File: src/rtl/hazard_ctrl.sv
// Hazard and interrupt-entry control: load-use stalls, branch flushes,
// and the drain / EPC capture / vector-jump sequence.
module hazard_ctrl #(
    parameter logic [3:0]  NO_REG       = 4'hF,
    parameter int unsigned DRAIN_CYCLES = 3,
    parameter logic [15:0] VECTOR_ADDR  = 16'h0008
) (
    input  logic        CLK,
    input  logic        RST,
    input  logic        idex_memread_i,
    input  logic [3:0]  idex_regdst_i,
    input  logic [3:0]  id_regsrc1_i,
    input  logic [3:0]  id_regsrc2_i,
    input  logic [3:0]  id_regsrc_sw_i,
    input  logic [15:0] id_pc_i,
    input  logic        ex_branch_i,
    input  logic [15:0] ex_target_i,
    input  logic        irq_i,
    output logic        pc_write_o,
    output logic        ifid_write_o,
    output logic        flush_if_o,
    output logic        flush_id_o,
    output logic        stall_LW_o,
    output logic [1:0]  pc_sel_o,
    output logic [15:0] pc_target_o,
    output logic [15:0] epc_o,
    output logic        irq_busy_o
);

    typedef enum logic [1:0] {
        RUN,
        DRAIN,
        JUMP
    } state_t;

    state_t      state, state_n;
    logic        pend, pend_n;
    logic [3:0]  cnt, cnt_n;
    logic [15:0] epc_n;
    logic        lu;
    logic        enter;

    assign lu = idex_memread_i
              & (idex_regdst_i != NO_REG)
              & ((idex_regdst_i == id_regsrc1_i)
               | (idex_regdst_i == id_regsrc2_i)
               | (idex_regdst_i == id_regsrc_sw_i));

    // Entering DRAIN consumes the request; anything arriving later re-arms pend.
    assign pend_n = enter ? 1'b0 : (pend | irq_i);

    always_ff @(posedge CLK or negedge RST) begin
        if (!RST) begin
            state <= RUN;
            pend  <= 1'b0;
            cnt   <= 4'd0;
            epc_o <= 16'h0000;
        end else begin
            state <= state_n;
            pend  <= pend_n;
            cnt   <= cnt_n;
            epc_o <= epc_n;
        end
    end

    always_comb begin
        state_n      = state;
        cnt_n        = cnt;
        epc_n        = epc_o;
        enter        = 1'b0;
        pc_write_o   = 1'b1;
        ifid_write_o = 1'b1;
        flush_if_o   = 1'b0;
        flush_id_o   = 1'b0;
        stall_LW_o   = 1'b0;
        pc_sel_o     = 2'd0;
        pc_target_o  = 16'h0000;
        irq_busy_o   = 1'b0;
        unique case (state)
            RUN: begin
                if (ex_branch_i) begin
                    pc_sel_o    = 2'd1;
                    pc_target_o = ex_target_i;
                    flush_if_o  = 1'b1;
                    flush_id_o  = 1'b1;
                end else if (lu) begin
                    stall_LW_o   = 1'b1;
                    pc_write_o   = 1'b0;
                    ifid_write_o = 1'b0;
                    flush_id_o   = 1'b1;
                end else if (pend | irq_i) begin
                    enter        = 1'b1;
                    pc_write_o   = 1'b0;
                    ifid_write_o = 1'b0;
                    flush_if_o   = 1'b1;
                    epc_n        = id_pc_i;
                    cnt_n        = 4'(DRAIN_CYCLES - 1);
                    state_n      = DRAIN;
                end
            end
            // Branches seen here are older than EPC and already redirected.
            DRAIN: begin
                pc_write_o   = 1'b0;
                ifid_write_o = 1'b0;
                flush_if_o   = 1'b1;
                flush_id_o   = 1'b1;
                irq_busy_o   = 1'b1;
                if (cnt == 4'd0) begin
                    state_n = JUMP;
                end else begin
                    cnt_n = cnt - 4'd1;
                end
            end
            JUMP: begin
                pc_sel_o    = 2'd2;
                pc_target_o = VECTOR_ADDR;
                pc_write_o  = 1'b1;
                flush_if_o  = 1'b1;
                irq_busy_o  = 1'b1;
                state_n     = RUN;
            end
            default: begin
                state_n = RUN;
            end
        endcase
    end

endmodule

File: config.mk
export PLATFORM = sky130hd
export DESIGN_NAME = hazard_ctrl
export DESIGN_NICKNAME = d
export VERILOG_FILES = /design/src/rtl/hazard_ctrl.sv
export SDC_FILE = /design/constraint.sdc
export NUM_CORES = 1
export LEC_CHECK = 0
export ABC_AREA = 1
export CAP_MARGIN = 25
export CORE_MARGIN = 5
export CORE_UTILIZATION = 38
export CTS_CLUSTER_SIZE = 25
export DETAILED_ROUTE_END_ITERATION = 10
export HOLD_SLACK_MARGIN = 0.05
export MAX_ROUTING_LAYER = met4
export PLACE_DENSITY = 0.81
export SYNTH_ARGS = -nofsm -noshare
export SYNTH_HDL_FRONTEND = slang
export SYNTH_SLANG_ARGS = --single-unit
export TNS_END_PERCENT = 30
File: constraint.sdc
create_clock -name CLK -period 1.7 [get_ports CLK]
set_input_delay 0.17 -clock CLK [delete_from_list [all_inputs] [get_ports CLK]]
set_output_delay 0.17 -clock CLK [all_outputs]
set_load 0.1 [all_outputs]
After elaboration in Yosys (flattened, before gate mapping)
Index checks and enable logic that the tools add are counted.
Storage, ports and cells
  register bits after elaboration: 23
  output and inout port bits: 40
Cells by class
  $add $sub $neg: 1
  eq/ne operators: 11
  mux-type cells: 31
  bitwise logic cells: 7
  reduce and logical (&&, ||, !) cells: 7
Operators with widths (count)
  $pmux 16 s2: 1
  $mux 16: 1
  $mux 4: 4
  $mux 1: 15
  $eq 4x4->1: 3
  $ne 2x2->1 const B: 5
  $mux 2: 4
  $pmux 2 s2: 2
  $pmux 4 s2: 1
  $reduce_and 4->1: 2
  $pmux 1 s2: 3
  $reduce_and 5->1: 1
  $logic_not 4->1: 1
  $ne 4x4->1 const B: 1
  $sub 4x1->4 const B: 1
  $or 1x1->1: 3
  $and 1x1->1: 2
  $eq 2x1->1 const B: 1
  $eq 2x2->1 const B: 1
  $logic_not 2->1: 1
  $not 1->1: 2
  $reduce_bool 2->1: 1
  $reduce_or 2->1: 1

Longest topological paths before layout
  word-level depth: 8
  gate-level depth with buffers: 13
  depth with buffers taken out: 12

Worst setup path before layout
OpenSTA, ideal clock, no wires.
  kind: flip-flop to output port
  start: register state[0]
  end: output port pc_write_o
  data arrival time: 3513 ps
  required time: 1530 ps
  path slack: -1983 ps
  stages on the path, launching flop included: 6
  path buffers: 2
  cells stage by stage: dfrtp_1 -> inv_1 -> ha_1 -> clkbuf_2 -> o21ai_0 -> buf_4
On the way
  cells in the longest elaborated chain, start to end: 2
  elaborated cells between the ends (all ways): 3
Ends and longest elaborated chain
  start, declared: line 36  | state_t state, state_n;
  start signal, assigned: line 59  | state <= state_n;
  $eq 2x1->1 or $logic_not 2->1 (tied branches)
  $pmux 1 s2 *
  end, declared: line 19  | output logic pc_write_o,
Every way passes the cells marked *; elsewhere a longest branch is shown, timed or not.

Final worst setup path
  start: register state[1]
  end: output port ifid_write_o
On the way
  cells in the longest elaborated chain, start to end: 2
  elaborated cells between the ends (all ways): 3
Ends and longest elaborated chain
  $eq 2x1->1 or $logic_not 2->1 (tied branches): line 79  | unique case (state)
  $pmux 1 s2 *: line 79
  end, declared: line 20  | output logic ifid_write_o,
Marks and branches as above.

==> results.yml <==
sta:
  hold_viol_final: 0
  fmax_mhz: 576
  rsz0062_at_grt: "yes"
  final_period_minus_worst_setup_slack_ps: 1730
  final_min_period_over_clock_period: 1.02
  final_critical_path_setup_slack_ps: -34.6
  timing.setup.tns_ps: -92.7
  setup_viol_count_final: 3
  timing.slew.headroom: 0.809
  clock_skew_ps: 4.31
  transition_time_at_the_pin_with_the_least_slew_margin_ps: 285
  report.final.slew_viol_count: 0
  final.hold.worst_slack_ps: 246
synthesis:
  async_reset_ff_frac: 1.00
  post_synth_instance_area_um2: 1590
  synth.avg_cell_area_um2: 6.62
  synthCells: 240
  postSynthRegisterBits: 23
  synthDominantCellAreaShare: 0.362
  synth_top_cell_by_area: "dfrtp_1"
  synth.cells.most_frequent: "82 x nand2_1, 40 x inv_1, 27 x nor2_1, 23 x dfrtp_1, 21 x nand3_1"
  yosys.cell_count.top_type: "nand2_1"
  yosys_warnings: 0
  synth_edf_count: 0
  synth_cell_types: 26
  synth.net_count: 299
  synth_sequential_area_ratio: 0.362
  synth_area_leaders: "dfrtp_1 36%, nand2_1 19%, inv_1 9.4%"
  synth_ff_type: "dfrtp_1"
final_layout:
  total_number_of_nets_in_the_final_design: 409
  n_fill_cell: 278
  post_route_cells_drive_above_1_share: 0.321
  n_antenna_cell: 0
  finish.cell_count_without_fillers: 399
  synthToLayoutAreaGrowth_pct: 98.2
floorplanning:
  num_rows: 23
  chipHeight_um: 74.7
  floorplan.initialDensity: 0.394
  ioPinCount: 93
  fp.dieW_um: 74.7
  placeableCoreArea_um2: 4030
  area_enclosed_by_the_die_boundary_um2: 5570
clock_network:
  cts_max_level: 1
  clk_path_buf_depth: 2
  tritoncts: "yes"
  path_clk_slew_ps: 80
  cts_inserted_buffers: 3
  clock_tree.root_cell: "clkbuf_8"
  clkLatencyLatePin_ps: 270
  tritoncts_num_sinks: 23
placement:
  post-dp-hpwl_mm: 4.14
  place_congestion: 0.843
  placedCellCount: 388
  buffer_ports.inserted: 92
run:
  max_cap_violations: 0
detailed_routing:
  vias_per_cell: 4.67
  dr.pass1.iters: 4
  drt.antenna.violating_nets: 0
  totalWireLength_mm: 5.58
  routed_wire_length_per_instance_um: 14.0
  drc_errors: 0
  total_vias_in_the_final_route: 1863
  first_iter_violations: 95
critical_path:
  worstRegToRegCells: 9
  worst-endpoint-arrival_ps: 1560
  reg2reg_slack_ps: 40
  critical_path.reg2reg.endpoint: "cnt[1]"
  start_kind: "flip-flop"
  r2r_start: "state[1]"
  type_of_the_setup_path_with_the_least_slack: "flip-flop to output port"
  setup.worst_path.end_class: "output port"
  worst-path-max-fanout: 5
  cp_data_required_time_ps: 1530
grt:
  grt_pass1_vias: 1793
  groute.usage.overall: 0.202
  grt_start_max_net_pins: 24
  grt-ovfl-total: 0
  grt_first_pass_wirelength_mm: 8.38
  number_of_antenna_violations_at_the_first_check_in_global_routing: 0
run_status:
  violations_in_the_final_reports: "negative setup slack"
  outcome: "finished, violations left"
hold_path:
  hp-class: "input pin to async pin"
flip-flops by register name, indices dropped and copies added, names as in the netlist:
| register | count |
|---|---|
| pend | 1 |
| cnt | 4 |
| state | 2 |
| epc_o | 16 |
placed cells by master, fill, tap and decap left out, types with 2 or more instances in the layout:
master and instances:
a21oi_4 2, buf_12 28, buf_4 30, clkbuf_2 3
clkbuf_8 3, clkdlybuf4s50_1 36, dfrtp_1 23, dlygate4sd2_1 11
ha_1 4, inv_1 37, inv_2 6, nand2_1 80
nand2_2 10, nand2_8 2, nand3_1 21, nand4_1 5
nor2_1 9, nor2_2 2, nor2_4 16
worst max path at each step:
| stage | start | to |
|---|---|---|
| floorplan | state[1] | pc_write_o |
| global placement | idex_regdst_i[3] | flush_if_o |
| detailed placement | idex_regdst_i[2] | ifid_write_o |
| CTS | state[0] | flush_if_o |
| global route | state[0] | flush_if_o |
| finish | state[1] | ifid_write_o |
metrics by stage:
step | cell area [um2] | util | worst slack (ps)
floorplan | 1710 | - | -587
global route | 3150 | 0.782 | -108
global placement | 2970 | 0.737 | -143
finish | 3150 | 0.782 | -34.6
detailed placement | 2970 | 0.737 | -212
CTS | 3060 | 0.759 | -50.7
final cells by class:
| class | count | area (um2) | area share |
|---|---|---|---|
| flip-flops and latches | 23 | 576 | 0.183 |
| clock inverters | 1 | 5.00 | 0.00159 |
| inverters | 46 | 179 | 0.0568 |
| repair buffers | 111 | 1290 | 0.410 |
| well taps | 50 | 62.6 | 0.0199 |
| clock buffers | 3 | 41.3 | 0.0131 |
| multi-input cells | 165 | 995 | 0.316 |
logic make-up after synthesis:
group	count (synthesis)	synth area share
AOI/OAI and AO/OA	8	0.0291
and+or+nand+nor	150	0.415
xor gates and xnor gates	1	0.00551
DFF	23	0.362
buffers and inverters	52	0.141
adders and majority gates	6	0.0472
metal layers:
layer,GRT usage,vias up,share of wire
li1,-,943,-
met1,0.214,856,0.35
met2,0.380,47,0.58
met3,0.0240,17,0.034
met4,0.0751,0,0.028
met5,-,-,0
critical path: stages, from the launching register on:
cell        delay (ps)
dfrtp_1            370
inv_2               60
ha_4               190
nand2_8             70
clkinvlp_4         160
a21oi_4            170
o21ai_4            100
buf_12             170
timing repair:
item	CTS	global route
pin swaps	15	7
setup buffers	2	5
gates resized for setup	27	20
hold buffers	0	0
endpoints found under the setup margin	23	22
gates cloned	0	0
Power is not shown: default switching activity piles up to over one toggle a cycle in this logic, so the estimate is an artifact.
